`config.mk`:
```
export PLATFORM = sky130hd
export DESIGN_NAME = uart_rx
export DESIGN_NICKNAME = d
export VERILOG_FILES = /design/src/rtl/uart_rx_pkg.sv /design/src/rtl/uart_rx_fifo.sv /design/src/rtl/uart_rx.sv
export SDC_FILE = /design/constraint.sdc
export NUM_CORES = 1
export LEC_CHECK = 0
export CORE_MARGIN = 2
export CORE_UTILIZATION = 54
export CTS_CLUSTER_SIZE = 24
export DETAILED_ROUTE_END_ITERATION = 10
export HOLD_SLACK_MARGIN = 0.02
export PLACE_DENSITY = 0.76
export SYNTH_ARGS = -nofsm -noshare
export SYNTH_HDL_FRONTEND = slang
export SYNTH_SLANG_ARGS = --single-unit
```
`constraint.sdc`:
```
create_clock -name i_clk -period 2.73 [get_ports i_clk]
set_input_delay 0.546 -clock i_clk [delete_from_list [all_inputs] [get_ports i_clk]]
set_output_delay 0.546 -clock i_clk [all_outputs]
set_load 0.01 [all_outputs]
```
`src/rtl/uart_rx_pkg.sv`:
```
// Shared definitions for the UART receiver: FSM state encoding, FIFO depth and bit-time default.
package uart_rx_pkg;

    typedef enum logic [2:0] {
        IDLE   = 3'd0,
        START  = 3'd1,
        DATA   = 3'd2,
        STOP   = 3'd3,
        WAITHI = 3'd4
    } rx_state_t;

    localparam int unsigned FIFO_DEPTH      = 4;
    localparam int unsigned CLK_PER_BIT_DEF = 16;

endpackage

```
`src/rtl/uart_rx_fifo.sv`:
```
// Receive-byte storage: circular FIFO of Depth entries; Depth=1 acts as a single holding register.
module uart_rx_fifo #(
    parameter int unsigned Depth = 4,
    parameter int unsigned Width = 8
) (
    input  logic             clk,
    input  logic             rst_n,
    input  logic             push,
    input  logic             pop,
    input  logic [Width-1:0] wr_data,
    output logic [Width-1:0] rd_data,
    output logic             valid,
    output logic             full
);

    localparam int unsigned PtrW = (Depth > 1) ? $clog2(Depth) : 1;
    localparam int unsigned CntW = $clog2(Depth + 1);
    localparam logic [PtrW-1:0] LastPtr = PtrW'(Depth - 1);

    logic [Width-1:0] mem [Depth];
    logic [PtrW-1:0]  wr_ptr, rd_ptr;
    logic [CntW-1:0]  count;
    logic             wr_en, rd_en;

    assign valid   = (count != '0);
    assign full    = (count == CntW'(Depth));
    assign rd_en   = pop & valid;
    // A simultaneous pop frees the slot, so a push into a full store is still accepted
    assign wr_en   = push & (~full | rd_en);
    assign rd_data = valid ? mem[rd_ptr] : '0;

    always_ff @(posedge clk or negedge rst_n) begin
        if (!rst_n) begin
            wr_ptr <= '0;
            rd_ptr <= '0;
            count  <= '0;
        end else begin
            if (wr_en) wr_ptr <= (wr_ptr == LastPtr) ? '0 : wr_ptr + 1'b1;
            if (rd_en) rd_ptr <= (rd_ptr == LastPtr) ? '0 : rd_ptr + 1'b1;
            case ({wr_en, rd_en})
                2'b10:   count <= count + 1'b1;
                2'b01:   count <= count - 1'b1;
                default: count <= count;
            endcase
        end
    end

    always_ff @(posedge clk) begin
        if (wr_en) mem[wr_ptr] <= wr_data;
    end

endmodule

```
`src/rtl/uart_rx.sv`:
```
// UART receiver: 2-flop synchroniser, mid-bit sampling FSM, sticky error flags and byte storage.
// Define UART_RX_FIFO_EN for a 4-entry FIFO; otherwise a single holding register is used.
module uart_rx
    import uart_rx_pkg::*;
#(
    parameter int unsigned ClkPerBit = CLK_PER_BIT_DEF,
    parameter int unsigned WordSize  = 8
) (
    input  logic                i_clk,
    input  logic                i_rst_n,
    input  logic                i_rx,
    input  logic                i_rd_n,
    output logic [WordSize-1:0] o_data,
    output logic                o_valid,
    output logic                o_frame_err,
    output logic                o_overrun
);

    localparam int unsigned CntW = $clog2(ClkPerBit);
    localparam int unsigned IdxW = (WordSize > 1) ? $clog2(WordSize) : 1;
    localparam logic [CntW-1:0] HalfLoad = CntW'(ClkPerBit / 2 - 1);
    localparam logic [CntW-1:0] FullLoad = CntW'(ClkPerBit - 1);
    localparam logic [IdxW-1:0] LastIdx  = IdxW'(WordSize - 1);
`ifdef UART_RX_FIFO_EN
    localparam int unsigned StoreDepth = FIFO_DEPTH;
`else
    localparam int unsigned StoreDepth = 1;
`endif

    rx_state_t           state, state_nxt;
    logic [CntW-1:0]     cnt, cnt_nxt;
    logic [IdxW-1:0]     idx, idx_nxt;
    logic [WordSize-1:0] shreg, shreg_nxt;
    logic                sync1, rxs, rxs_q;
    logic                push, ferr_set, rd, full;

    // Synchroniser resets low so a line already low at reset release is not seen as a start edge
    always_ff @(posedge i_clk or negedge i_rst_n) begin
        if (!i_rst_n) begin
            sync1 <= 1'b0;
            rxs   <= 1'b0;
            rxs_q <= 1'b0;
        end else begin
            sync1 <= i_rx;
            rxs   <= sync1;
            rxs_q <= rxs;
        end
    end

    always_ff @(posedge i_clk or negedge i_rst_n) begin
        if (!i_rst_n) begin
            state <= IDLE;
            cnt   <= '0;
            idx   <= '0;
            shreg <= '0;
        end else begin
            state <= state_nxt;
            cnt   <= cnt_nxt;
            idx   <= idx_nxt;
            shreg <= shreg_nxt;
        end
    end

    always_comb begin
        state_nxt = state;
        cnt_nxt   = cnt;
        idx_nxt   = idx;
        shreg_nxt = shreg;
        push      = 1'b0;
        ferr_set  = 1'b0;
        case (state)
            IDLE: begin
                if (rxs_q && !rxs) begin
                    state_nxt = START;
                    cnt_nxt   = HalfLoad;
                end
            end
            START: begin
                if (cnt == '0) begin
                    if (rxs) begin
                        state_nxt = IDLE;
                    end else begin
                        state_nxt = DATA;
                        cnt_nxt   = FullLoad;
                        idx_nxt   = '0;
                    end
                end else begin
                    cnt_nxt = cnt - 1'b1;
                end
            end
            DATA: begin
                if (cnt == '0) begin
                    shreg_nxt = {rxs, shreg[WordSize-1:1]};
                    cnt_nxt   = FullLoad;
                    if (idx == LastIdx) state_nxt = STOP;
                    else                idx_nxt   = idx + 1'b1;
                end else begin
                    cnt_nxt = cnt - 1'b1;
                end
            end
            STOP: begin
                if (cnt == '0) begin
                    if (rxs) begin
                        push      = 1'b1;
                        state_nxt = IDLE;
                    end else begin
                        ferr_set  = 1'b1;
                        state_nxt = WAITHI;
                    end
                end else begin
                    cnt_nxt = cnt - 1'b1;
                end
            end
            WAITHI: begin
                if (rxs) state_nxt = IDLE;
            end
            default: state_nxt = IDLE;
        endcase
    end

    assign rd = ~i_rd_n & o_valid;

    always_ff @(posedge i_clk or negedge i_rst_n) begin
        if (!i_rst_n) begin
            o_frame_err <= 1'b0;
            o_overrun   <= 1'b0;
        end else begin
            if (rd) begin
                o_frame_err <= 1'b0;
                o_overrun   <= 1'b0;
            end
            if (ferr_set)            o_frame_err <= 1'b1;
            if (push && full && !rd) o_overrun   <= 1'b1;
        end
    end

    uart_rx_fifo #(
        .Depth (StoreDepth),
        .Width (WordSize)
    ) u_store (
        .clk     (i_clk),
        .rst_n   (i_rst_n),
        .push    (push),
        .pop     (rd),
        .wr_data (shreg),
        .rd_data (o_data),
        .valid   (o_valid),
        .full    (full)
    );

endmodule

```
==> results of run 1 <==
state kept, by name, indices dropped and copies added, names as in the netlist:
name,flops
cnt,4
u_store.full,1
state,3
o_frame_err,1
sync1,1
shreg,8
o_overrun,1
rxs_q,1
rxs,1
u_store.mem,8
idx,3
logic make-up (layout without fill, tap and decap cells):
group | after synthesis | count (layout) | share of synthesized area
mux | 10 | 10 | 0.0823
compound gates | 19 | 19 | 0.0897
buf+inv | 7 | 27 | 0.0210
fa+ha+maj | 3 | 3 | 0.0275
simple gates | 38 | 38 | 0.165
flops | 32 | 32 | 0.615
power groups by stage:
stage | Combinational [W] | Sequential [W] | Clock (W)
6_report | 0.000300 | 0.000656 | 0.000243
5_1_grt | 0.000339 | 0.000670 | 0.000272
4_1_cts | 0.000302 | 0.000656 | 0.000252
3_5_place_dp | 0.000299 | 0.000667 | 0
3_3_place_gp | 0.000289 | 0.000659 | 0
2_1_floorplan | 0.000260 | 0.000623 | 0
final cells by class:
| cell class | instances | area share |
|---|---|---|
| tap | 30 | 0.0236 |
| multi-input combinational | 70 | 0.314 |
| clock buffer | 7 | 0.0284 |
| sequential | 32 | 0.530 |
| timing repair buffer | 15 | 0.0930 |
| clock inverter | 1 | 0.00236 |
| inverter | 4 | 0.00946 |
how the worst max path moves through the flow:
stage,start,end
after floorplan,cnt[0],u_store.mem[0][0]
after global placement,cnt[0],u_store.mem[0][0]
after detailed placement,cnt[0],u_store.mem[0][1]
after CTS,cnt[0],u_store.mem[0][1]
after global routing,cnt[0],u_store.mem[0][6]
final,cnt[0],u_store.mem[0][1]
routing by layer:
metal / up-vias / part of all wire / GRT usage
met3: 6 / 0.049 / 0.0656
met1: 399 / 0.47 / 0.210
met5: - / 0 / 0
li1: 423 / - / -
met4: 0 / 0.022 / 0.108
met2: 17 / 0.46 / 0.271
through the flow:
step                      cells  power, W  area (µm²)   util  hold slack [ns]
final                       159   0.00120        1590  0.653            0.373
after floorplan             109  0.000884        1370      -            0.250
after global routing        159   0.00128        1590  0.653            0.391
after global placement      151  0.000948        1540  0.633            0.334
after CTS                   159   0.00121        1590  0.653            0.379
after detailed placement    151  0.000966        1540  0.633            0.357
critical path, delay by kind of cell, from the launching register on:
family / cells / cell delay (ns)
buffers and inverters: 1 / 0.07
AND/OR/NAND/NOR: 2 / 0.51
adder cells (fa/ha/maj): 1 / 0.24
AO/OA/AOI/OAI: 1 / 0.55
flip-flops: 1 / 0.41
cell usage in the layout, fill, tap and decap left out:
master                            count
sky130_fd_sc_hd__ha_1                 3
sky130_fd_sc_hd__nor3b_1              2
sky130_fd_sc_hd__or2_2                3
sky130_fd_sc_hd__clkinv_1             1
sky130_fd_sc_hd__a22oi_1              1
sky130_fd_sc_hd__nor4_1               1
sky130_fd_sc_hd__clkdlybuf4s50_1     14
sky130_fd_sc_hd__buf_4                1
sky130_fd_sc_hd__nor4b_1              1
sky130_fd_sc_hd__nor2_1               6
sky130_fd_sc_hd__clkbuf_4             5
sky130_fd_sc_hd__o22a_2               1
sky130_fd_sc_hd__nor2b_1              2
sky130_fd_sc_hd__a22o_1               2
sky130_fd_sc_hd__nand2_2              1
sky130_fd_sc_hd__a221oi_2             1
sky130_fd_sc_hd__nand4_1              1
sky130_fd_sc_hd__dfrtp_1             24
sky130_fd_sc_hd__or3b_1               1
sky130_fd_sc_hd__a31oi_1              2
sky130_fd_sc_hd__clkbuf_1             2
sky130_fd_sc_hd__nand2_1              8
sky130_fd_sc_hd__and2_1               8
sky130_fd_sc_hd__edfxtp_1             8
sky130_fd_sc_hd__nand2b_1             1
sky130_fd_sc_hd__mux2_2              10
sky130_fd_sc_hd__nor4b_4              1
sky130_fd_sc_hd__o21ai_0              8
sky130_fd_sc_hd__inv_1                4
sky130_fd_sc_hd__nand3_1              2
sky130_fd_sc_hd__a21oi_1              4
==> impl_results.rst, run 1 <==
.. list-table::
   :header-rows: 1

   * - Metric
     - Value
   * - Clock tree from TritonCTS
     - built
   * - Setup crit start kind
     - flop
   * - Storage cell area
     - 841 µm²
   * - Effective utilization at floorplan
     - 0.562
   * - Area of the mapped netlist
     - 1370 µm²
   * - Area of the core
     - 2430 µm²
   * - Area Growth Syn to Fin
     - 16.1%
   * - Die Area
     - 2950 µm²
   * - Vias/cell
     - 5.31
   * - Async SR Flop Fraction
     - 0.750
   * - Reg clk slew, reported paths
     - 0.09 ns
   * - Kind of end point of the critical path
     - flop
   * - Horizontal die dimension
     - 54.3 µm
   * - Share of total power in sequential cells
     - 0.547
   * - Sequential cell area fraction in the yosys report
     - 0.615
   * - Slew headroom
     - 0.532
   * - Number of primary I/O pins
     - 15
   * - Maximum clock frequency
     - 467 MHz
   * - Design internal power
     - 0.000820 W
   * - Overall via count from detail_route
     - 845
   * - Remaining antenna violation count after routing
     - 0
   * - Final Critical Period
     - 2.14 ns
   * - Clock tree buffer depth
     - 2
   * - Number of distinct standard cells referenced by the synthesized netlist
     - 28
   * - Most used flip-flop cell after synthesis
     - sky130_fd_sc_hd__dfrtp_1
   * - Switching Fraction
     - 0.316
   * - Global-route usage over all layers
     - 0.177
   * - Pin count of the biggest net entering global routing
     - 25
   * - Number of instances in the synthesized netlist
     - 109
   * - Data arrival time at the worst-slack endpoint
     - 2.10 ns
   * - Count of final setup violators
     - 0
   * - Most frequent cell after synthesis
     - sky130_fd_sc_hd__dfrtp_1
   * - Worst min-delay path category
     - flop to flop
   * - Post-DR wirelength/cell
     - 12.8 µm
   * - Syn. warnings
     - 0
   * - Row count
     - 18
   * - Clock power frac
     - 0.203
   * - NumNets Final
     - 135
   * - Hold worst-path end
     - rxs
   * - Count of cells along the worst register-to-register path
     - 5
   * - Avg Synthesized Cell Area
     - 12.5 µm²
   * - CTS sink cnt
     - 32
   * - Post-synthesis net count
     - 116
   * - Die H
     - 54.3 µm
   * - Pleak
     - 0.704 nW
   * - Number of post-CTS setup repair buffers
     - 0
   * - Layout Skew
     - 0.0113 ns
   * - Count of antenna diodes in the layout
     - 0
   * - Area share of the largest cell type after synthesis
     - 0.439
   * - Total Negative Setup Slacks
     - 0 ns
   * - Final period util
     - 0.785
   * - Cell type contributing the most total cell area after synthesis
     - sky130_fd_sc_hd__dfrtp_1
   * - Gp weighted congestion
     - 0.750
   * - Num CTS Buffers
     - 5
   * - Vias in the first global route
     - 802
   * - Unrepaired setup endpoints after global routing
     - no
   * - FF-to-FF End
     - u_store.mem[0][1]
   * - Maximum fanout along the worst path
     - 8
   * - Gr ovfl total
     - 0
   * - Detailed-route wire length
     - 2040 µm
   * - Leading cell types by count after synthesis
     - sky130_fd_sc_hd__dfrtp_1 (24), sky130_fd_sc_hd__mux2_2 (10)
   * - Top cells by area, synth
     - sky130_fd_sc_hd__dfrtp_1 (44%), sky130_fd_sc_hd__edfxtp_1 (18%), sky130_fd_sc_hd__mux2_2 (8.2%), sky130_fd_sc_hd__and2_1 (3.7%), sky130_fd_sc_hd__o21ai_0 (2.9%)
   * - Maximum capacitance violations
     - 0
   * - Hold Vio Cnt, Final
     - 0
   * - First-pass GRT wire length
     - 3540 µm
   * - Post_cts resized
     - 0
   * - Insertion delay to the later sink of the worst-skew pair
     - 0.33 ns
   * - Post-synthesis sequential element count
     - 32
   * - Required @ worst endpoint
     - 2.69 ns
   * - Slowest cell on the critical path
     - sky130_fd_sc_hd__a21oi_1
   * - Deepest level of the CTS H-tree
     - 2
   * - Initial antenna violation count
     - 0
   * - Reg2Reg Setup Slack
     - 0.59 ns
   * - Startpoint of the lowest-slack hold path
     - sync1
   * - IR Drop Worst-Case VDD
     - 0.693 mV
   * - Number of port buffers
     - 14
   * - Detail Placement HPWL
     - 1500 µm
   * - Final count of pins violating max slew
     - 0
   * - Combinational cell fraction of total power
     - 0.250
   * - Filler cells
     - 189
   * - Pre-CTS worst setup slack
     - 0.607 ns
   * - Cell-by-cell trace of the critical path
     - inv_1, ha_1, nor4b_4, nand4_1, a21oi_1
   * - CP peak stage delay
     - 0.55 ns
   * - Root Buffer Master
     - sky130_fd_sc_hd__clkbuf_4
   * - Number of DRC markers in iteration 0
     - 9
   * - Number of remaining DRC errors
     - 0
   * - Actual transition at the worst max-transition pin
     - 0.700 ns
   * - WHS Path Cells
     - 0
   * - Run status
     - complete, no violations
   * - Hold Buf Count CTS
     - 0
   * - Count of flip-flops with a built-in enable after synthesis
     - 8
   * - First-pass detailed-route iteration total
     - 4
   * - Reg-to-reg startpoint
     - cnt[0]
   * - Final WS setup
     - 0.588 ns
   * - Ratio of total power to cell area
     - 755 nW/µm²
   * - Switch Pwr
     - 0.000379 W
   * - Proportion of layout cells with a drive suffix above 1
     - 0.178
   * - Multi-input gate area in the final layout
     - 498 µm²
   * - Setup Crit Path Kind
     - flop to flop
(Power assumes the default switching activity.)
==> run 2, diff against run 1 <==
clock period = 2.1 ns   (was 2.73 ns; I/O delays follow)
==> impl_results.rst, run 2 (synthesized netlist as in run 1, its figures left out) <==
.. list-table::
   :header-rows: 1

   * - Metric
     - Value
   * - Number of primary I/O pins
     - 15
   * - Pin count of the biggest net entering global routing
     - 25
   * - WHS Path Cells
     - 0
   * - First-pass GRT wire length
     - 3500 µm
   * - Count of cells along the worst register-to-register path
     - 6
   * - Slew headroom
     - 0.753
   * - Number of post-CTS setup repair buffers
     - 0
   * - Kind of end point of the critical path
     - output port
   * - Count of antenna diodes in the layout
     - 0
   * - Detail Placement HPWL
     - 1500 µm
   * - Actual transition at the worst max-transition pin
     - 0.366 ns
   * - Proportion of layout cells with a drive suffix above 1
     - 0.206
   * - Final Critical Period
     - 1.94 ns
   * - Setup crit start kind
     - flop
   * - Reg clk slew, reported paths
     - 0.09 ns
   * - Deepest level of the CTS H-tree
     - 2
   * - First-pass detailed-route iteration total
     - 5
   * - Vias in the first global route
     - 800
   * - Pleak
     - 0.731 nW
   * - Detailed route wirelength on metal2
     - 949 µm
   * - Worst min-delay path category
     - flop to flop
   * - Initial antenna violation count
     - 0
   * - Total Negative Setup Slacks
     - 0 ns
   * - Row count
     - 18
   * - Vias/cell
     - 5.42
   * - Run status
     - complete, no violations
   * - Switching Fraction
     - 0.303
   * - Unrepaired setup endpoints after global routing
     - no
   * - Gp weighted congestion
     - 0.789
   * - Die H
     - 54.3 µm
   * - Maximum clock frequency
     - 514 MHz
   * - CP peak stage delay
     - 0.53 ns
   * - Gr ovfl total
     - 0
   * - Cell-by-cell trace of the critical path
     - and2_1, clkdlybuf4s50_1
   * - Met3 WL post-DR
     - 124 µm
   * - Number of port buffers
     - 14
   * - Post-DR wirelength/cell
     - 13.0 µm
   * - Final count of pins violating max slew
     - 0
   * - Switch Pwr
     - 0.000518 W
   * - Number of remaining DRC errors
     - 0
   * - Remaining antenna violation count after routing
     - 0
   * - Die Area
     - 2950 µm²
   * - Post-route met1 wirelength
     - 967 µm
   * - Overall via count from detail_route
     - 873
   * - Combinational cell fraction of total power
     - 0.238
   * - IR Drop Worst-Case VDD
     - 1.19 mV
   * - Setup Crit Path Kind
     - flop to output port
   * - Post_cts resized
     - 0
   * - Slowest cell on the critical path
     - sky130_fd_sc_hd__clkdlybuf4s50_1
   * - Detailed-route wire length
     - 2100 µm
   * - Area Growth Syn to Fin
     - 19.2%
   * - Maximum capacitance violations
     - 0
   * - Top layer used by detailed routing
     - met4
   * - Clock power frac
     - 0.265
   * - Ratio of total power to cell area
     - 1050 nW/µm²
   * - Final period util
     - 0.926
   * - Data arrival time at the worst-slack endpoint
     - 1.52 ns
   * - Clock tree buffer depth
     - 2
   * - Hold Buf Count CTS
     - 0
   * - Clock tree from TritonCTS
     - built
   * - Root Buffer Master
     - sky130_fd_sc_hd__clkbuf_4
   * - Hold Vio Cnt, Final
     - 0
   * - Insertion delay to the later sink of the worst-skew pair
     - 0.33 ns
   * - Effective utilization at floorplan
     - 0.562
   * - Area of the core
     - 2430 µm²
   * - CTS sink cnt
     - 32
   * - Post-route core utilization
     - 0.670
   * - Maximum fanout along the worst path
     - 12
   * - Number of DRC markers in iteration 0
     - 10
   * - Share of total power in sequential cells
     - 0.497
   * - Num CTS Buffers
     - 5
   * - Count of final setup violators
     - 0
   * - Commonest cells after routing, fill and taps aside
     - sky130_fd_sc_hd__dfrtp_1 (24), sky130_fd_sc_hd__clkdlybuf4s50_1 (14), sky130_fd_sc_hd__mux2_2 (10)
   * - Layout Skew
     - 0.00410 ns
   * - NumNets Final
     - 137
   * - Top flop regs
     - shreg: 8 flops, u_store.mem: 8 flops, cnt: 4 flops
   * - Design internal power
     - 0.00119 W
   * - Leading cell type in the layout, fill and taps excluded
     - sky130_fd_sc_hd__dfrtp_1
   * - Global-route usage over all layers
     - 0.179
   * - Required @ worst endpoint
     - 1.68 ns
   * - Horizontal die dimension
     - 54.3 µm
-- run 2: final cells by class --
type                       count  area (µm²)
timing repair buffer          17         163
clock buffer                   6        41.3
multi-input combinational     70         498
tap                           30        37.5
fill                         190         802
sequential                    32         841
clock inverter                 2        35.0
inverter                       4        15.0
-- run 2: worst paths after layout --
kind                               from                 to  slack, ns
max                        u_store.full          o_data[7]       0.16
max reg2reg                      cnt[0]  u_store.mem[0][5]       0.25
min                               sync1                rxs       0.37
min reg2reg                       sync1                rxs       0.37
min in group asynchronous       i_rst_n             cnt[3]       0.43
max in group asynchronous       i_rst_n           shreg[3]       1.44
-- run 2: metal layers --
layer / vias up / track usage
met5: - / 0
met4: 0 / 0.142
met3: 6 / 0.0601
met2: 27 / 0.261
met1: 412 / 0.216
li1: 428 / -
-- run 2: critical path: cells and delay by family (launching register included) --
family / cells / cell delay (ns)
buffers and inverters: 1 / 0.53
and+or+nand+nor: 1 / 0.18
DFF: 1 / 0.49
-- run 2: through the flow --
stage / area [µm²] / power [W] / cells / hold WS, ns / worst slack, ns
CTS: 1630 / 0.00172 / 161 / 0.376 / 0.124
floorplan: 1370 / 0.00115 / 109 / 0.124 / 0.190
finish: 1630 / 0.00171 / 161 / 0.368 / 0.156
global placement: 1550 / 0.00124 / 153 / 0.336 / 0.346
detailed placement: 1550 / 0.00127 / 153 / 0.354 / 0.270
global route: 1630 / 0.00182 / 161 / 0.381 / 0.0517
-- run 2: power by group through the flow --
stage	clock network (W)	registers, W	logic, W
2_1_floorplan	0	0.000810	0.000338
3_3_place_gp	0	0.000858	0.000384
3_5_place_dp	0	0.000863	0.000402
4_1_cts	0.000464	0.000851	0.000408
5_1_grt	0.000481	0.000875	0.000459
6_report	0.000453	0.000852	0.000407
